## config.mk

```make
export PLATFORM = sky130hd
export DESIGN_NAME = sd_cache_port_arbiter_flat
export DESIGN_NICKNAME = d
export VERILOG_FILES = /design/src/rtl/sd_cache_port_arbiter_if.sv /design/src/rtl/sd_cache_port_arbiter.sv /design/src/flat_wrapper.sv
export SDC_FILE = /design/constraint.sdc
export NUM_CORES = 1
export LEC_CHECK = 0
export CAP_MARGIN = 20
export CORE_MARGIN = 4
export CORE_UTILIZATION = 38
export DETAILED_ROUTE_END_ITERATION = 12
export GPL_TIMING_DRIVEN = 0
export PLACE_DENSITY = 0.77
export SKIP_LAST_GASP = 1
export SYNTH_ARGS = -nofsm -noshare
export SYNTH_HDL_FRONTEND = slang
export SYNTH_SLANG_ARGS = --single-unit
```

## constraint.sdc

```tcl
create_clock -name clk_in -period 2 [get_ports clk_in]
set_clock_uncertainty 0.05 [all_clocks]
set_input_delay 0.2 -clock clk_in [delete_from_list [all_inputs] [get_ports clk_in]]
set_output_delay 0.2 -clock clk_in [all_outputs]
set_load 0.02 [all_outputs]
```

## src/rtl/sd_cache_port_arbiter_if.sv

```systemverilog
// Requester and downstream cache-port signals shared by the two-port arbiter.
// slave = arbiter side, master = requesters plus the cache model.
interface sd_cache_port_arbiter_if #(
  parameter int ADDR_W = 32,
  parameter int DATA_W = 32
);
  logic [1:0]        req;
  logic [1:0]        we;
  logic [ADDR_W-1:0] addr0;
  logic [ADDR_W-1:0] addr1;
  logic [DATA_W-1:0] wdata0;
  logic [DATA_W-1:0] wdata1;
  logic [1:0]        ack;
  logic [DATA_W-1:0] rdata;
  logic [1:0]        err;
  logic              busy;
  logic              down_re;
  logic              down_we;
  logic [ADDR_W-1:0] down_addr;
  logic [DATA_W-1:0] down_wdata;
  logic [DATA_W-1:0] down_rdata;
  logic              down_done;

  modport slave (
    input  req, we, addr0, addr1, wdata0, wdata1, down_rdata, down_done,
    output ack, rdata, err, busy, down_re, down_we, down_addr, down_wdata
  );

  modport master (
    output req, we, addr0, addr1, wdata0, wdata1, down_rdata, down_done,
    input  ack, rdata, err, busy, down_re, down_we, down_addr, down_wdata
  );
endinterface

```

## src/rtl/sd_cache_port_arbiter.sv

```systemverilog
// Two-port round-robin arbiter in front of the SD/DDR cache port: IDLE->ISSUE->WAIT->RESP.
// Optional macro ARB_TIMEOUT_EN forces completion with err after TIMEOUT cycles in WAIT.
module sd_cache_port_arbiter #(
  parameter int ADDR_W  = 32,
  parameter int DATA_W  = 32
`ifdef ARB_TIMEOUT_EN
  ,
  parameter int TIMEOUT = 4096
`endif
) (
  input  logic                     clk_in,
  input  logic                     reset_n,
  sd_cache_port_arbiter_if.slave   bus
);

  typedef enum logic [1:0] {
    S_IDLE  = 2'd0,
    S_ISSUE = 2'd1,
    S_WAIT  = 2'd2,
    S_RESP  = 2'd3
  } state_t;

  state_t            state_q, state_d;
  logic              g_q, g_d;
  logic              last_q, last_d;
  logic              we_q, we_d;
  logic [ADDR_W-1:0] addr_q, addr_d;
  logic [DATA_W-1:0] wdata_q, wdata_d;
  logic [DATA_W-1:0] rdata_q, rdata_d;

`ifdef ARB_TIMEOUT_EN
  localparam logic [15:0] CNT_LIMIT = 16'(TIMEOUT - 1);
  logic [15:0] cnt_q, cnt_d;
  logic        err_q, err_d;
`endif

  always_comb begin
    state_d = state_q;
    g_d     = g_q;
    last_d  = last_q;
    we_d    = we_q;
    addr_d  = addr_q;
    wdata_d = wdata_q;
    rdata_d = rdata_q;
`ifdef ARB_TIMEOUT_EN
    cnt_d   = cnt_q;
    err_d   = err_q;
`endif
    case (state_q)
      S_IDLE: begin
        if (|bus.req) begin
          // On a tie the port that was not served last wins.
          g_d     = (bus.req == 2'b11) ? ~last_q : bus.req[1];
          we_d    = g_d ? bus.we[1] : bus.we[0];
          addr_d  = g_d ? bus.addr1 : bus.addr0;
          wdata_d = g_d ? bus.wdata1 : bus.wdata0;
          state_d = S_ISSUE;
        end
      end
      S_ISSUE: begin
`ifdef ARB_TIMEOUT_EN
        cnt_d = '0;
        err_d = 1'b0;
`endif
        state_d = S_WAIT;
      end
      S_WAIT: begin
        if (bus.down_done) begin
          rdata_d = we_q ? '0 : bus.down_rdata;
          state_d = S_RESP;
        end
`ifdef ARB_TIMEOUT_EN
        else if (cnt_q == CNT_LIMIT) begin
          rdata_d = '0;
          err_d   = 1'b1;
          state_d = S_RESP;
        end else begin
          cnt_d = cnt_q + 16'd1;
        end
`endif
      end
      S_RESP: begin
        last_d  = g_q;
        rdata_d = '0;
`ifdef ARB_TIMEOUT_EN
        err_d   = 1'b0;
`endif
        state_d = S_IDLE;
      end
      default: state_d = S_IDLE;
    endcase
  end

  // last_q resets to 1 so port 0 wins the first tie.
  always_ff @(posedge clk_in or negedge reset_n) begin
    if (!reset_n) begin
      state_q <= S_IDLE;
      g_q     <= 1'b0;
      last_q  <= 1'b1;
      we_q    <= 1'b0;
      addr_q  <= '0;
      wdata_q <= '0;
      rdata_q <= '0;
`ifdef ARB_TIMEOUT_EN
      cnt_q   <= '0;
      err_q   <= 1'b0;
`endif
    end else begin
      state_q <= state_d;
      g_q     <= g_d;
      last_q  <= last_d;
      we_q    <= we_d;
      addr_q  <= addr_d;
      wdata_q <= wdata_d;
      rdata_q <= rdata_d;
`ifdef ARB_TIMEOUT_EN
      cnt_q   <= cnt_d;
      err_q   <= err_d;
`endif
    end
  end

  assign bus.busy       = (state_q != S_IDLE);
  assign bus.down_re    = (state_q == S_ISSUE) && !we_q;
  assign bus.down_we    = (state_q == S_ISSUE) && we_q;
  assign bus.down_addr  = addr_q;
  assign bus.down_wdata = wdata_q;
  assign bus.rdata      = rdata_q;
  assign bus.ack        = (state_q == S_RESP) ? (g_q ? 2'b10 : 2'b01) : 2'b00;

`ifdef ARB_TIMEOUT_EN
  assign bus.err = (state_q == S_RESP && err_q) ? (g_q ? 2'b10 : 2'b01) : 2'b00;
`else
  assign bus.err = 2'b00;
`endif

endmodule

```

## src/flat_wrapper.sv

```systemverilog
// flat-port wrapper written by rule: the top's interface ports become plain ports
module sd_cache_port_arbiter_flat 
#(
  parameter int ADDR_W  = 32,
  parameter int DATA_W  = 32

)
  (clk_in, reset_n, bus_req, bus_we, bus_addr0, bus_addr1, bus_wdata0, bus_wdata1, bus_down_rdata, bus_down_done, bus_ack, bus_rdata, bus_err, bus_busy, bus_down_re, bus_down_we, bus_down_addr, bus_down_wdata);
  sd_cache_port_arbiter_if #(.ADDR_W(ADDR_W), .DATA_W(DATA_W)) bus_i ();
  input  logic clk_in;
  input  logic reset_n;
  input wire logic [$bits(bus_i.req)-1:0] bus_req;
  input wire logic [$bits(bus_i.we)-1:0] bus_we;
  input wire logic [$bits(bus_i.addr0)-1:0] bus_addr0;
  input wire logic [$bits(bus_i.addr1)-1:0] bus_addr1;
  input wire logic [$bits(bus_i.wdata0)-1:0] bus_wdata0;
  input wire logic [$bits(bus_i.wdata1)-1:0] bus_wdata1;
  input wire logic [$bits(bus_i.down_rdata)-1:0] bus_down_rdata;
  input wire logic [$bits(bus_i.down_done)-1:0] bus_down_done;
  output wire logic [$bits(bus_i.ack)-1:0] bus_ack;
  output wire logic [$bits(bus_i.rdata)-1:0] bus_rdata;
  output wire logic [$bits(bus_i.err)-1:0] bus_err;
  output wire logic [$bits(bus_i.busy)-1:0] bus_busy;
  output wire logic [$bits(bus_i.down_re)-1:0] bus_down_re;
  output wire logic [$bits(bus_i.down_we)-1:0] bus_down_we;
  output wire logic [$bits(bus_i.down_addr)-1:0] bus_down_addr;
  output wire logic [$bits(bus_i.down_wdata)-1:0] bus_down_wdata;
  assign bus_i.req = bus_req;
  assign bus_i.we = bus_we;
  assign bus_i.addr0 = bus_addr0;
  assign bus_i.addr1 = bus_addr1;
  assign bus_i.wdata0 = bus_wdata0;
  assign bus_i.wdata1 = bus_wdata1;
  assign bus_i.down_rdata = bus_down_rdata;
  assign bus_i.down_done = bus_down_done;
  assign bus_ack = bus_i.ack;
  assign bus_rdata = bus_i.rdata;
  assign bus_err = bus_i.err;
  assign bus_busy = bus_i.busy;
  assign bus_down_re = bus_i.down_re;
  assign bus_down_we = bus_i.down_we;
  assign bus_down_addr = bus_i.down_addr;
  assign bus_down_wdata = bus_i.down_wdata;
  sd_cache_port_arbiter #(.ADDR_W(ADDR_W), .DATA_W(DATA_W)) u_core (.clk_in(clk_in), .reset_n(reset_n), .bus(bus_i));
endmodule
```

Word-level counts from Yosys, hierarchy flattened
Index checks and enable logic that the tools add are counted. Widths: inputs -> output; s select.

Bits of input ports: 167. Bits in registers: 101.

Muxes and demuxes: 12. Bitwise operators: 1. Reductions and logical operators: 10. Equal/unequal tests: 6.

Operators by type and width (number): $mux 32 (4); $pmux 32 s2 (1); $mux 2 (4); $pmux 2 s4 (1); $eq 2x2->1 const B (3); $reduce_and 2->1 (3); $reduce_bool 2->1 (2); $eq 2x1->1 const B (1); $logic_and 1x1->1 (2); $logic_not 2->1 (1); $mux 1 (2); $ne 2x1->1 const B (1); $ne 2x2->1 const B (1); $reduce_or 2->1 (1); $logic_not 1->1 (1); $not 1->1 (1).

Logic depth before layout (Yosys ltp)
Depth after elaboration: 3. Gate-level depth with buffers: 7. Mapped depth without buffers: 5.

Worst setup path before layout
No wires, ideal clock.

Kind: register -> register. Start point: reg u_core.state_q[0]. End point: reg u_core.rdata_q[10] (netlist: u_core.bus.rdata[10]). Stages on the path, launching flop included: 6. Buffers on the path: 1. Setup slack: 0.413 ns. Data arrival time: 1.404 ns. Library setup time: 0.133 ns. Data required time: 1.817 ns. Period minus slack after synthesis: 1.587 ns. Cell sequence: dfrtp_1 inv_1 ha_1 mux2i_4 clkbuf_1 o21ai_0.

Word-level cells in the longest chain between the ends: 3.

Ends and longest elaborated chain: start: declaration (RTL line sd_cache_port_arbiter.sv:23) `state_t state_q, state_d;`; start signal: assignment (RTL line sd_cache_port_arbiter.sv:109) `state_q <= state_d;`; $eq 2x2->1 (RTL line sd_cache_port_arbiter.sv:49) `case (state_q)`; $ne 2x2->1 (no source line) / $reduce_bool 2->1 (equally long branches); $reduce_and 2->1 (no source line); end signal: assignment (RTL line sd_cache_port_arbiter.sv:115) `rdata_q <= rdata_d;`; end: declaration (RTL line sd_cache_port_arbiter.sv:29) `logic [DATA_W-1:0] rdata_q, rdata_d;`.

Several ways; a longest one is shown, not always the timed one. A chain may end at the register's enable or synchronous reset.

Worst setup path in the final report
Start point: reg u_core.state_q[0]. End point: out bus_busy.

Word-level cells in the longest chain between the ends: 1.

Ends and longest elaborated chain: $reduce_bool 2->1 (RTL line sd_cache_port_arbiter.sv:123) `assign bus.busy = (state_q != S_IDLE);`; end: declaration (RTL line flat_wrapper.sv:23) `output wire logic [$bits(bus_i.busy)-1:0] bus_busy;`.

Every way passes these cells.

==> flow_summary.json <==
{
  "rsz0062_at_grt": "no",
  "htreeDepth": 3,
  "pre_cts_ws_ns": 0.0700,
  "layout_setup_ws_ns": 0.164,
  "areaGrowthSynthToFinish_pct": 69.2,
  "tritoncts": "built",
  "final_area_sq_mm": 0.00783,
  "maxSlewViolCount": 0,
  "critPathMaxFanout": 5,
  "drcViolationCount": 0,
  "crit_slowest_cell": "dfrtp_1",
  "slew_headroom_pct": 58.4,
  "numCtsBuffers": 9,
  "min-delay-start": "bus_addr0[24]",
  "portBuffers": 267,
  "status": "completed",
  "synthXorXnorAreaFrac_pct": 0,
  "finalPower_mw": 11.3,
  "cts_root_buf": "clkbuf_16",
  "grt_pass1_wl_um": 24600,
  "start_util_pct": 38.7,
  "fin_crit_sh_pct": 91.8,
  "min_period_ns": 1.84,
  "p_leak_nw": 3.33,
  "grtUsageTotal_pct": 21.7,
  "path_cells": "inv_1 -> ha_1 -> inv_1 -> dlygate4sd2_1",
  "hold_path_end": "u_core.bus.down_addr[24]$_DFFE_PN0P_",
  "hpwl_um": 12200,
  "fp.dieW_um": 118,
  "cap_violations": 0,
  "r2r_cells": 7,
  "r2r_setup_slack_ns": 0.19,
  "avgRoutedWirePerCell_um": 16.1,
  "ant_nets": 0,
  "io_pins": 270,
  "die-area_sq_mm": 0.0140,
  "path_buf_inv": 3,
  "reg2reg_to": "u_core.bus.down_addr[27]$_DFFE_PN0P_",
  "startpoint_type": "register",
  "dpl_cell_area_sq_mm": 0.00751,
  "critPathMaxStageDelay_ns": 0.42,
  "worstPathArrival_ns": 1.59,
  "hold_path.class": "in -> reg",
  "clk_latency_ns": 0.33,
  "grt_pass1_vias": 4913,
  "netlist_area_sq_mm": 0.00463,
  "hold_path_depth": 3,
  "clock_sinks": 101,
  "synth_seq_cells": 101,
  "synthMuxAreaShare_pct": 0.973,
  "gp_congestion": 0.808,
  "setup_viol": 0,
  "tightest_slew_ns": 0.624,
  "yosys_warnings": 0,
  "ir_drop_uv": 799,
  "final-hold-violation-count": 0,
  "diodes": 0,
  "crit_top_cell": "inv_1",
  "grt_max_degree": 58,
  "drt-initial-drc-count": 249,
  "syn_area_per_cell_sq_um": 8.83,
  "rows": 40,
  "drtPass1Iterations": 7,
  "layout_common_cells": "clkdlybuf4s50_1, nand2_1, a21oi_1, dfrtp_1, nor2_1",
  "yosys.area_share.simple_pct": 16.6,
  "critical_path_class": "reg -> out",
  "syn_inst": 524,
  "clk_transition_reported_paths_ns": 0.07,
  "synth_top_family_by_area": "compound AO/OA/AOI/OAI gates",
  "fmax_ghz": 0.545,
  "rr_startpoint": "u_core.state_q[0]$_DFFE_PN0P_",
  "synth_adder_area_share_pct": 1.62,
  "critPathTopFamily": "buffers and inverters",
  "grt_overflow": 0,
  "fillers": 995,
  "coreArea_sq_mm": 0.0120,
  "powerDensity_mw_per_mm2": 1450,
  "ys_seq_area_share_pct": 54.6,
  "clk_path_buf_depth": 2,
  "final_layout_size_suffix_gt1_share_pct": 9.75,
  "yosysUniqueCellTypes": 26,
  "antenna_found_initial": 0,
  "die_y_um": 118,
  "worstSetupEndpointType": "output pin",
  "vias_per_cell": 4.94,
  "cp.required_ns": 1.75,
  "nets": 978,
  "synth_compound_area_share_pct": 20.4,
  "final_common_cell": "clkdlybuf4s50_1",
  "vias": 4727,
  "drt-total-wl_um": 15400
}
worst reg2reg max path: stages (launching register included):
cell,delay (ns)
dfrtp_1,0.42
inv_1,0.11
ha_1,0.28
o21ai_2,0.11
buf_2,0.27
buf_2,0.27
a21oi_1,0.07
a21oi_1,0.16
power by group:
| part | switching, mW | internal [mW] | leakage (nW) | total [mW] |
|---|---|---|---|---|
| Sequential | 0.496 | 2.95 | 1.20 | 3.44 |
| Combinational | 3.36 | 2.75 | 1.99 | 6.10 |
| Clock | 0.756 | 1.04 | 0.148 | 1.79 |
state kept, by name (all words and copies together), names as in the netlist:
signal                 flops
u_core.bus.down_addr      32
u_core.bus.down_wdata     32
u_core.bus.rdata          32
u_core.state_q             2
u_core.g_q                 1
u_core.last_q              1
u_core.we_q                1
final cells by class:
type | count | area, sq um | share of cell area, %
Timing Repair Buffer | 269 | 2700 | 34.5
Clock buffer | 11 | 253 | 3.23
Clock inverter | 5 | 58.8 | 0.751
Tap cell | 147 | 184 | 2.35
Sequential cell | 101 | 2530 | 32.3
Buffer | 39 | 253 | 3.23
Inverter | 4 | 15.0 | 0.192
Multi-Input combinational cell | 381 | 1840 | 23.5
synth_stat cells (all sizes together):
library cell,instances,area share (%)
a21oi,131,16
nand2,130,11
dfrtp,100,54
nor2,66,5.4
o21ai,34,3.8
buf,32,4.8
clkbuf,7,0.57
ha,6,1.6
inv,4,0.32
and2,2,0.27
mux2,2,0.49
nor2b,2,0.27
a21bo,1,0.22
a21boi,1,0.24
conb,1,0.081
dfstp,1,0.57
mux2i,1,0.49
nor3b,1,0.16
o21a,1,0.16
o32a,1,0.22
routing by layer:
| layer | part of all wire [%] | global-route usage [%] |
|---|---|---|
| met5 | 0 | 0 |
| met4 | 2.6 | 8.69 |
| met3 | 7.9 | 5.60 |
| met2 | 51 | 38.2 |
| met1 | 39 | 25.2 |
per-stage QoR:
stage | hold slack, ns | cells | TNS [ns] | util (%)
finish | 0.346 | 957 | 0 | 65.5
global route | 0.346 | 957 | 0 | 65.5
CTS | 0.334 | 957 | 0 | 65.5
detailed placement | 0.204 | 940 | 0 | 62.8
global placement | 0.413 | 939 | -315.96 | 62.6
floorplan | -0.146 | 525 | 0 | -
kinds of logic (layout without fill, tap and decap cells):
kind of cell    after synthesis  count (layout)
compound gates              169             169
fa+ha+maj                     6               6
buf+inv                      43             328
flops                       101             101
mux                           3               3
other cells                   1               2
simple gates                201             201
timing repair:
action,4_1_cts,5_1_grt
gates resized for setup,5,4
endpoints found under the hold margin,44,0
hold buffers,1,0
setup buffers,0,0
endpoints found under the setup margin,5,20
worst max-delay path by stage:
stage	from	endpoint	slack [ns]	cells past startpoint
final	u_core.state_q[0]$_DFFE_PN0P_	bus_busy	0.16	4
after global placement	reset_n	u_core.bus.down_wdata[14]$_DFFE_PN0P_	-3.15	1
after CTS	u_core.state_q[0]$_DFFE_PN0P_	u_core.bus.rdata[17]$_DFFE_PN0P_	0.06	5
after floorplan	u_core.state_q[0]$_DFFE_PN0P_	u_core.bus.rdata[10]$_DFFE_PN0P_	0.41	5
after detailed placement	u_core.state_q[0]$_DFFE_PN0P_	u_core.bus.rdata[17]$_DFFE_PN0P_	0.07	5
after global routing	u_core.state_q[0]$_DFFE_PN0P_	u_core.bus.down_addr[23]$_DFFE_PN0P_	0.03	7
Note: power is estimated with default switching activity, not from simulation.
